## src/rtl/alu_seq_ctrl.sv

```systemverilog
// alu_seq_ctrl: multi-byte ALU operation sequencer.
// Issues one byte per cycle, LSB first, chaining a registered carry.
module alu_seq_ctrl #(
  parameter int MAX_BYTES = 4
) (
  input  logic                   clk,
  input  logic                   rst_n,
  input  logic                   cmd_valid,
  output logic                   cmd_ready,
  input  logic [2:0]             cmd_op,
  input  logic [2:0]             cmd_len,
  input  logic [8*MAX_BYTES-1:0] cmd_a,
  input  logic [8*MAX_BYTES-1:0] cmd_b,
  input  logic                   cmd_cin,
  output logic [7:0]             alu_a1,
  output logic [7:0]             alu_a2,
  output logic [7:0]             alu_op,
  output logic                   alu_en,
  output logic                   alu_cin,
  input  logic [7:0]             alu_out,
  input  logic                   alu_cout,
  output logic                   res_valid,
  input  logic                   res_ready,
  output logic [8*MAX_BYTES-1:0] res_data,
  output logic                   res_carry,
  output logic                   res_err
);

  localparam int W  = 8 * MAX_BYTES;
  localparam int KW = (MAX_BYTES > 1) ? $clog2(MAX_BYTES) : 1;

  localparam logic [1:0] IDLE = 2'd0;
  localparam logic [1:0] RUN  = 2'd1;
  localparam logic [1:0] DONE = 2'd2;

  localparam logic [2:0] OP_ADD = 3'd3;
  localparam logic [2:0] OP_SUB = 3'd4;
  localparam logic [2:0] OP_XOR = 3'd5;

  localparam logic [3:0]    MAXB  = 4'(MAX_BYTES);
  localparam logic [KW-1:0] K_ONE = KW'(1);

  logic [1:0]    state;
  logic [W-1:0]  a_q;
  logic [W-1:0]  b_q;
  logic [2:0]    op_q;
  logic [2:0]    len_q;
  logic          cin_q;
  logic [KW-1:0] k;
  logic          carry;

  logic arith;
  logic last;
  logic illegal;

  assign arith   = (op_q == OP_ADD) || (op_q == OP_SUB);
  assign last    = (3'(k) == (len_q - 3'd1));
  assign illegal = (cmd_op > OP_XOR) || (cmd_len == 3'd0) ||
                   ({1'b0, cmd_len} > MAXB);

  assign cmd_ready = (state == IDLE);
  assign res_valid = (state == DONE);
  assign res_carry = carry;

  // Drive the ALU only while running; idle it otherwise.
  always_comb begin
    alu_en  = 1'b0;
    alu_op  = 8'h00;
    alu_a1  = 8'h00;
    alu_a2  = 8'h00;
    alu_cin = 1'b0;
    if (state == RUN) begin
      alu_en  = 1'b1;
      alu_op  = 8'h01 << op_q;
      alu_a1  = a_q[{k, 3'b000} +: 8];
      alu_a2  = b_q[{k, 3'b000} +: 8];
      alu_cin = arith & ((k == '0) ? cin_q : carry);
    end
  end

  // Sequencer FSM, operand latch and result assembly.
  always_ff @(posedge clk or negedge rst_n) begin
    if (!rst_n) begin
      state    <= IDLE;
      a_q      <= '0;
      b_q      <= '0;
      op_q     <= 3'd0;
      len_q    <= 3'd0;
      cin_q    <= 1'b0;
      k        <= '0;
      carry    <= 1'b0;
      res_data <= '0;
      res_err  <= 1'b0;
    end else begin
      case (state)
        IDLE: begin
          if (cmd_valid) begin
            a_q      <= cmd_a;
            b_q      <= cmd_b;
            op_q     <= cmd_op;
            len_q    <= cmd_len;
            cin_q    <= cmd_cin;
            k        <= '0;
            carry    <= 1'b0;
            res_data <= '0;
            res_err  <= illegal;
            state    <= illegal ? DONE : RUN;
          end
        end
        RUN: begin
          res_data[{k, 3'b000} +: 8] <= alu_out;
          carry <= arith & alu_cout;
          k     <= k + K_ONE;
          if (last) state <= DONE;
        end
        DONE: begin
          if (res_ready) state <= IDLE;
        end
        default: state <= IDLE;
      endcase
    end
  end

endmodule
```

## config.mk

```make
export PLATFORM = sky130hd
export DESIGN_NAME = alu_seq_ctrl
export DESIGN_NICKNAME = d
export VERILOG_FILES = /design/src/rtl/alu_seq_ctrl.sv
export SDC_FILE = /design/constraint.sdc
export NUM_CORES = 1
export LEC_CHECK = 0
export BUFFER_PORTS_ARGS = -buffer_cell sky130_fd_sc_hd__buf_2
export CAP_MARGIN = 20
export CORE_UTILIZATION = 47
export CTS_CLUSTER_SIZE = 16
export DETAILED_ROUTE_END_ITERATION = 12
export GPL_ROUTABILITY_DRIVEN = 0
export PLACE_DENSITY = 0.84
export SYNTH_ARGS = -nofsm -noshare
export SYNTH_HDL_FRONTEND = slang
export SYNTH_SLANG_ARGS = --single-unit
```

## constraint.sdc

```tcl
create_clock -name clk -period 2.1 [get_ports clk]
set_clock_uncertainty 0.1 [all_clocks]
set_input_delay 0.315 -clock clk [delete_from_list [all_inputs] [get_ports clk]]
set_output_delay 0.315 -clock clk [all_outputs]
set_load 0.01 [all_outputs]
```

After elaboration in Yosys (flattened, before gate mapping)

Cells that the tools add are included.

Shift operators: 5
Eq/ne operators: 8
Reductions and logical operators: 10
Magnitude comparators: 2
Bitwise operators: 2
Add/subtract/negate cells: 3
Multiplexer cells: 18

Operators by type and width:

| cell                                                  | number |
|---|---|
| one-hot mux 32 bit (2 select lines)                   | 1 |
| indexed part select 32 x 6 -> 8 bit                   | 2 |
| bitwise mux 32 bit                                    | 1 |
| 2-to-1 mux 32 bit                                     | 1 |
| variable shift 8 x 7 -> 32 bit (first input constant) | 1 |
| indexed part select 8 x 7 -> 32 bit                   | 1 |
| 2-to-1 mux 8 bit                                      | 3 |
| 2-to-1 mux 2 bit                                      | 5 |
| << shifter 1 x 3 -> 8 bit (first input constant)      | 1 |
| negation 5 -> 7 bit                                   | 1 |
| greater-than comparator 3 bit (second input constant) | 2 |
| one-hot mux 2 bit (3 select lines)                    | 1 |
| zero test 2 bit                                       | 2 |
| 2-to-1 mux 1 bit                                      | 4 |
| != test 2 bit (second input constant)                 | 2 |
| one-hot mux 2 bit (2 select lines)                    | 1 |
| AND reduction 2 bit                                   | 2 |
| equality test 2 x 3 -> 1 bit                          | 1 |
| equality test 3 x 2 -> 1 bit (second input constant)  | 1 |
| equality test 3 bit (second input constant)           | 1 |
| zero test 3 bit                                       | 1 |
| logical OR 1 bit                                      | 3 |
| AND reduction 3 bit                                   | 1 |
| subtractor 3 x 1 -> 3 bit (second input constant)     | 1 |
| other kinds (7)                                       | 8 |

Output and inout bits: 62
Bits in registers: 109
Bits of input ports: 84

Logic depth before layout (Yosys ltp)

Gate-level depths: netlist of the first run.

Depth after elaboration: 6
Mapped depth: 7
Depth with buffers taken out: 5

Worst setup path after synthesis of the first run

OpenSTA, ideal clock, no wires.

Kind: register to register
Start point: register k[1]
End point: register res_data[10]
Clock period less this slack: 2.048 ns
Cell stages (with the launch flop): 8
Data required time: 1.933 ns
Setup time: 0.067 ns
Path slack: 0.052 ns
Arrival time: 1.881 ns
Cells stage by stage: dfrtp_1 buf_2 buf_2 inv_1 ha_1 nand2_1 nor3_2 a22o_1

Cells in the longest elaborated chain, start to end: 4

Ends and longest elaborated chain:

| item                                                                                  | line | RTL |
|---|---|---|
| from (decl)                                                                           | 49   | `logic [KW-1:0] k;` |
| from (signal assigned)                                                                | 113  | `k <= k + K_ONE;` |
| negation 5 -> 7 bit (*)                                                               | 111  | `res_data[{k, 3'b000} +: 8] <= alu_out;` |
| indexed part select 8 x 7 -> 32 bit or variable shift 8 x 7 -> 32 bit (tied branches) | 111  |  |
| bitwise mux 32 bit (*)                                                                | 111  |  |
| one-hot mux 32 bit (2 select lines) (*)                                               | 95   | `case (state)` |
| to (signal, indexed assignment)                                                       | 111  |  |
| to (decl)                                                                             | 24   | `output logic [8*MAX_BYTES-1:0] res_data,` |

Mark *: on every way between the ends. The rest lies on a longest branch, timed or not.
A chain may end at the register's enable or synchronous reset.

Final worst setup path of the first run

Start point: register k[0]
End point: output port alu_a1[2]

Cells in the longest elaborated chain, start to end: 2

Ends and longest elaborated chain:

| item                                | line | RTL |
|---|---|---|
| indexed part select 32 x 6 -> 8 bit | 75   | `alu_a1 = a_q[{k, 3'b000} +: 8];` |
| 2-to-1 mux 8 bit                    | 72   | `if (state == RUN) begin` |
| to (decl)                           | 15   | `output logic [7:0] alu_a1,` |

Every way passes these cells.

==> results.yml, run 1 <==
drt:
  drt-wirelength-per-cell_um: 15.6
  drt_iter0_drc: 200
  vias_per_cell: 5.24
  totalWireLength_mm: 12.1
  drc: 0
  ant_nets: 0
  first_pass_iters: 4
  dr_total_vias: 4047
yosys:
  avgSynthCellArea_um2: 10.2
  synth_most_common_cell: "nand2_1"
  async_flop_share_pct: 100
  synthFlopType: "dfrtp_1"
  synth_xor_area_share_pct: 0.714
  synth-seq-cells: 109
  synth_cell_types: 37
  synth_edf_count: 0
  yosysTopAreaCell: "dfrtp_1"
  yosysTopAreaCellShare_pct: 55.6
  synth_compound_area_share_pct: 7.67
  synth_commonest_cells: "nand2_1, dfrtp_1, a22o_1"
  netlist_area_um2: 4910
  yosysWarnings: 0
  synth_top_family_by_area: "simple AND/OR/NAND/NOR gates"
  yosysSeqAreaShare_pct: 55.6
  synthAdderAreaFrac_pct: 1.53
  muxShareOfSynthArea_pct: 7.55
  synthTopCellsByArea: "dfrtp_1, nand2_1, mux4_2"
  synth-simple-area-share_pct: 23.7
  synth_nets: 572
  synthCells: 482
setup_path:
  end_kind: "output pin"
  crit_fanout: 8
  worst_ep_arrival_time_ps: 1780
  cp-start-kind: "register"
  crit_required_ps: 1680
  crit_type: "reg -> out"
die:
  die_area_um2: 10900
  rows: 36
  die_w_um: 104
  ios: 146
  dieHeight_um: 104
  core-area_um2: 9950
  start_util_pct: 49.3
sta:
  hold_viol_final: 0
  fin_crit_ps: 2200
  fin_tns_setup_ps: -1200
  max_freq_ghz: 0.455
  slew_viol_final: 0
  layout_setup_ws_ps: -99.8
  finalSetupViolCount: 16
  rsz0062_at_grt: "yes"
  tightest_slew_ps: 549
  max_slew_margin_pct: 63.1
  period_share_pct: 105
clock_tree:
  clk_latency_ps: 360
  cts_tree: "done"
  htree_levels: 3
  clockRootBuffer: "clkbuf_8"
  clock-sinks: 109
  cts_buffers: 9
  cts.path.max_buffers: 2
  clk_pin_slew_worst_paths_ps: 110
place:
  dp_hpwl_mm: 8.47
  portBuffers: 145
finish:
  post-route-util_pct: 62.8
  fin_nets: 725
  antenna_cells: 0
  drive_gt1_share_pct: 34.8
  regArea_um2: 2730
  multi_input_area_um2: 2060
  area_growth_pct: 27.4
  fillers: 789
pwr:
  vdd_ir_drop_max_mv: 0.604
  power_density_nw_per_um2: 1260
  p_leak_uw: 0.00336
status:
  run_status: "finished, violations left"
  violations: "negative setup slack"
grt:
  grt_usage_pct: 23.1
  first_global_vias: 4151
  antenna_found_initial: 0
  grt_overflow: 0
  grt_max_degree: 73
  grt_pass1_wl_mm: 19.9
hold_path:
  holdCritPathClass: "in -> reg"
job:
  cap_violations: 0
==> report_power, final <==
part	leakage, uW	internal [uW]	switching (uW)
sequential	0.00139	2880	497
combinational	0.00187	1540	1660
clock	0.000101	576	747
total	0.00336	4990	2900
==> final cells by class <==
class	count	share of cell area (%)
repair buffers	168	16.9
clock inverters	6	1.28
clock buffers	10	2.04
multi-input cells	340	32.9
flip-flops and latches	109	43.7
well taps	133	2.66
inverters	7	0.480
==> stage by stage <==
stage | total power [uW] | cells | setup WS (ps) | hold slack (ps) | area (um^2)
final | 7900 | 773 | -99.8 | 34.1 | 6250
after global routing | 8460 | 773 | -157 | 16.4 | 6250
after CTS | 7850 | 770 | -153 | 20.2 | 6190
after detailed placement | 6310 | 749 | 213 | 194 | 5840
after global placement | 6120 | 749 | 240 | 191 | 5840
after floorplan | 5340 | 482 | 51.8 | -80.6 | 4910
==> cell usage in the layout, fill, tap and decap left out, types with 4 or more instances in the layout <==
| cell | n |
|---|---|
| nand2_1 | 218 |
| buf_2 | 131 |
| dfrtp_1 | 106 |
| a22o_1 | 32 |
| buf_4 | 17 |
| mux4_2 | 16 |
| and2_4 | 13 |
| buf_6 | 13 |
| clkbuf_8 | 9 |
| inv_1 | 6 |
| nor2_1 | 6 |
| nand2b_1 | 5 |
| nor3_1 | 5 |
| a21o_1 | 5 |
| ha_1 | 5 |
| buf_12 | 4 |
==> cell families (layout without fill, tap and decap cells) <==
group / after synthesis / in the layout
simple gates: 267 / 267
flops: 109 / 109
compound gates: 46 / 46
buf+inv: 33 / 191
mux: 17 / 17
fa+ha+maj: 6 / 6
xor+xnor: 4 / 4
==> final timing paths <==
check                               start           end  slack [ps]  depth (start not counted)
worst max register to register       k[0]  res_data[20]         160                          5
worst max-delay path                 k[0]     alu_a1[2]        -100                          4
worst min-delay path            cmd_a[22]       a_q[22]          30                          3
min in group asynchronous           rst_n       op_q[0]         330                          2
worst min register to register    b_q[15]       b_q[15]         380                          2
max in group asynchronous           rst_n          k[0]         890                          3
==> what timing repair did <==
item,4_1_cts,5_1_grt
setup endpoints to repair,25,23
pin swaps,16,0
hold buffers,1,0
resized for setup,23,12
buffers inserted,3,3
endpoints found under the hold margin,31,0
gates cloned,1,0
==> state kept, by name (all words and copies together), names as in the netlist <==
name       count
a_q           32
b_q           32
res_data      32
len_q          3
op_q           3
k              2
state          2
cin_q          1
res_carry      1
res_err        1
==> worst max-delay path, stage by stage (launching register included) <==
cell	delay, ps
dfrtp_2	460
buf_12	170
mux4_2	520
and2_4	160
buf_6	110
==> metal layers <==
metal / routed length, um / part of all wire, % / global-route usage [%]
met5: 0 / 0 / 0
met4: 215 / 1.8 / 7.04
met3: 601 / 5.0 / 4.01
met2: 6020 / 50 / 39.7
met1: 5250 / 43 / 29.9
No activity file was read; power rests on OpenSTA's default activity.
==> inputs of run 2 (changes only) <==
ABC_AREA = 1   (was default)
PLACE_DENSITY = 0.83   (was 0.84)
==> run 2 against run 1 <==
  * Final area grew 2.1%
  * The flow now finishes without violations
  * Clock power hardly changed
  * Highest routed layer is now met5
  * Non-clock buffer count is 1 lower
  * Global-route usage is essentially flat
  * Sequential share of layout area decreased by 0.95 points
  * Critical endpoint is now alu_a2[1]
  * Critical path type unchanged
  * Die area up 4.8%
  * Total power is 8.1% higher
  * Critical path depth increased by 3
  * First-iteration DRC count up 18%
  * Hold slack improved by 40 ps
  * Sequential power grew 1%
==> results.yml, run 2 <==
status:
  run_status: "finished, final reports clean"
yosys:
  synth-seq-cells: 109
  synth_edf_count: 0
  synthTopCellsByArea: "dfrtp_1, mux2_4, mux2_2"
  synthFlopType: "dfrtp_1"
  netlist_area_um2: 5150
  synth_nets: 576
  yosysTopAreaCell: "dfrtp_1"
  synth_top_family_by_area: "multiplexers"
  synth_most_common_cell: "dfrtp_1"
  synth-simple-area-share_pct: 13.5
  synth_xor_area_share_pct: 0.170
  async_flop_share_pct: 100
  synth_cell_types: 26
  yosysWarnings: 0
  synthAdderAreaFrac_pct: 1.46
  yosysSeqAreaShare_pct: 53.0
  avgSynthCellArea_um2: 10.6
  synthCells: 486
  muxShareOfSynthArea_pct: 16.9
  synth_commonest_cells: "dfrtp_1, nor2_1, o21ai_0"
  synth_compound_area_share_pct: 10.0
  yosysTopAreaCellShare_pct: 53.0
finish:
  top_regs: "a_q: 32 flops, b_q: 32 flops, res_data: 32 flops"
  final_cell_mix: "buf_2, dfrtp_1, nor2_1, o21ai_0, nand3_1"
  antenna_cells: 0
  drive_gt1_share_pct: 41.2
  fin_nets: 728
  area_growth_pct: 24.1
  post-route-util_pct: 61.1
  design_area_um2: 6390
  fillers: 901
  final_common_cell: "buf_2"
  fin_cells: 777
die:
  rows: 37
  dieHeight_um: 107
  core-area_um2: 10500
  start_util_pct: 49.2
  die_w_um: 107
  die_area_um2: 11400
  ios: 146
setup_path:
  crit_type: "reg -> out"
  cp-start-kind: "register"
  crit_path_frequent_cell: "nor2_1"
  r2r_slack_ps: 190
  slowest_stage: "dfrtp_2"
  end_kind: "output pin"
  crit_required_ps: 1680
  worst_ep_arrival_time_ps: 1650
  crit_fanout: 11
  worstPathCellList: "buf_4 > clkbuf_16 > nor2_1 > nor2_1 > o21ai_0 > a21oi_1 > buf_2"
  reg2reg_from: "k[0]"
  worstReg2RegEnd: "res_data[1]"
  critPathMaxStageDelay_ps: 490
  rr_worst_depth: 6
clock_tree:
  cts.path.max_buffers: 2
  cts_tree: "done"
  htree_levels: 3
  cts_buffers: 9
  clock-sinks: 109
  clockRootBuffer: "clkbuf_8"
  clk_pin_slew_worst_paths_ps: 110
  clk_latency_ps: 370
drt:
  first_pass_iters: 5
  drc: 0
  vias_per_cell: 5.46
  drt-wirelength-per-cell_um: 16.5
  totalWireLength_mm: 12.8
  drt_iter0_drc: 236
  ant_nets: 0
  dr_total_vias: 4244
sta:
  fin_tns_setup_ps: 0
  period_share_pct: 98.2
  hold_viol_final: 0
  slew_viol_final: 0
  fin_crit_ps: 2060
  finalSetupViolCount: 0
  max_slew_margin_pct: 69.5
  tightest_slew_ps: 458
  max_freq_ghz: 0.485
  rsz0062_at_grt: "yes"
grt:
  grt_max_degree: 59
  grt_usage_pct: 23.0
  grt_overflow: 0
  grt_pass1_wl_mm: 20.6
  antenna_found_initial: 1
  first_global_vias: 4276
hold_path:
  min-delay-start: "cmd_a[22]"
  hold_end: "a_q[22]"
  min_path_cells: 2
  holdCritPathClass: "in -> reg"
place:
  portBuffers: 145
  dpl_cell_area_um2: 6050
  placedCellCount: 755
  dp_hpwl_mm: 9.23
pwr:
  p_leak_uw: 0.00325
  power_density_nw_per_um2: 1340
  vdd_ir_drop_max_mv: 0.675
job:
  cap_violations: 0
-- run 2: changes by cell type after synthesis, sizes merged, moves of 20 or more --
cell / previous run / this run
nand3: 3 / 47
nor2: 6 / 83
o21ai: 3 / 54
nand2: 218 / 27
a22o: 32 / 0
a21oi: 1 / 21
mux2: 0 / 66
-- run 2: timing repair --
action,CTS,global route
resized for setup,4,19
setup endpoints to repair,2,18
gates cloned,0,2
setup buffers,0,5
pin swaps,0,3
hold endpoints to repair,33,0
hold buffers,1,0
-- run 2: worst max path at each step --
| stage | start | end | slack [ps] | cells past startpoint |
|---|---|---|---|---|
| 3_3_place_gp | k[0] | alu_cin | 290 | 7 |
| 3_5_place_dp | k[0] | alu_cin | 270 | 7 |
| 5_1_grt | k[0] | alu_a2[1] | -70 | 7 |
| 6_report | k[0] | alu_a2[1] | 40 | 7 |
| 4_1_cts | k[0] | alu_a1[6] | -30 | 6 |
| 2_1_floorplan | k[1] | alu_cin | 40 | 9 |
-- run 2: report_power, final --
group	switching (uW)	internal [uW]	total, uW	leakage [uW]
sequential	498	2920	3420	0.00135
clock	687	656	1340	0.000101
combinational	1960	1820	3780	0.00180
-- run 2: metal layers --
| metal | track usage [%] | wire [um] | part of all wire (%) |
|---|---|---|---|
| met1 | 29.9 | 5560 | 43 |
| met2 | 38.5 | 6200 | 48 |
| met3 | 4.32 | 791 | 6.2 |
| met4 | 8.32 | 260 | 2.0 |
| met5 | 0 | 12 | 0.094 |
-- run 2: cell families (layout without fill, tap and decap cells) --
family	count (synthesis)	in the layout
xor gates and xnor gates	1	1
buffers and inverters	51	206
AOI/OAI and AO/OA	94	94
muxes	66	66
adders and majority gates	6	6
DFF	109	109
and+or+nand+nor	159	159
-- run 2: worst max-delay path, delay by kind of cell, from the launching register on --
| family | cells | cell delay (ps) |
|---|---|---|
| AND/OR/NAND/NOR | 2 | 130 |
| flip-flops | 1 | 490 |
| buffers and inverters | 3 | 450 |
| AO/OA/AOI/OAI | 2 | 230 |
-- run 2: through the flow --
step,setup WS [ps],hold WS [ps],total power (uW)
final,36.8,74.6,8540
after global routing,-74.5,62.2,9090
after CTS,-34.0,61.0,8360
after detailed placement,275,194,7000
after global placement,289,184,6810
after floorplan,41.6,-80.6,5930
-- run 2: layout make-up --
cell class                 instances  area (um^2)  area share [%]
tap                              136          170            2.66
sequential                       109         2730            42.7
clock buffer                       9          124            1.94
multi-input combinational        326         2190            34.3
timing repair buffer             167          992            15.5
clock inverter                     5         77.6            1.21
inverter                          24          100            1.57
timing repair inverter             1         5.00          0.0784
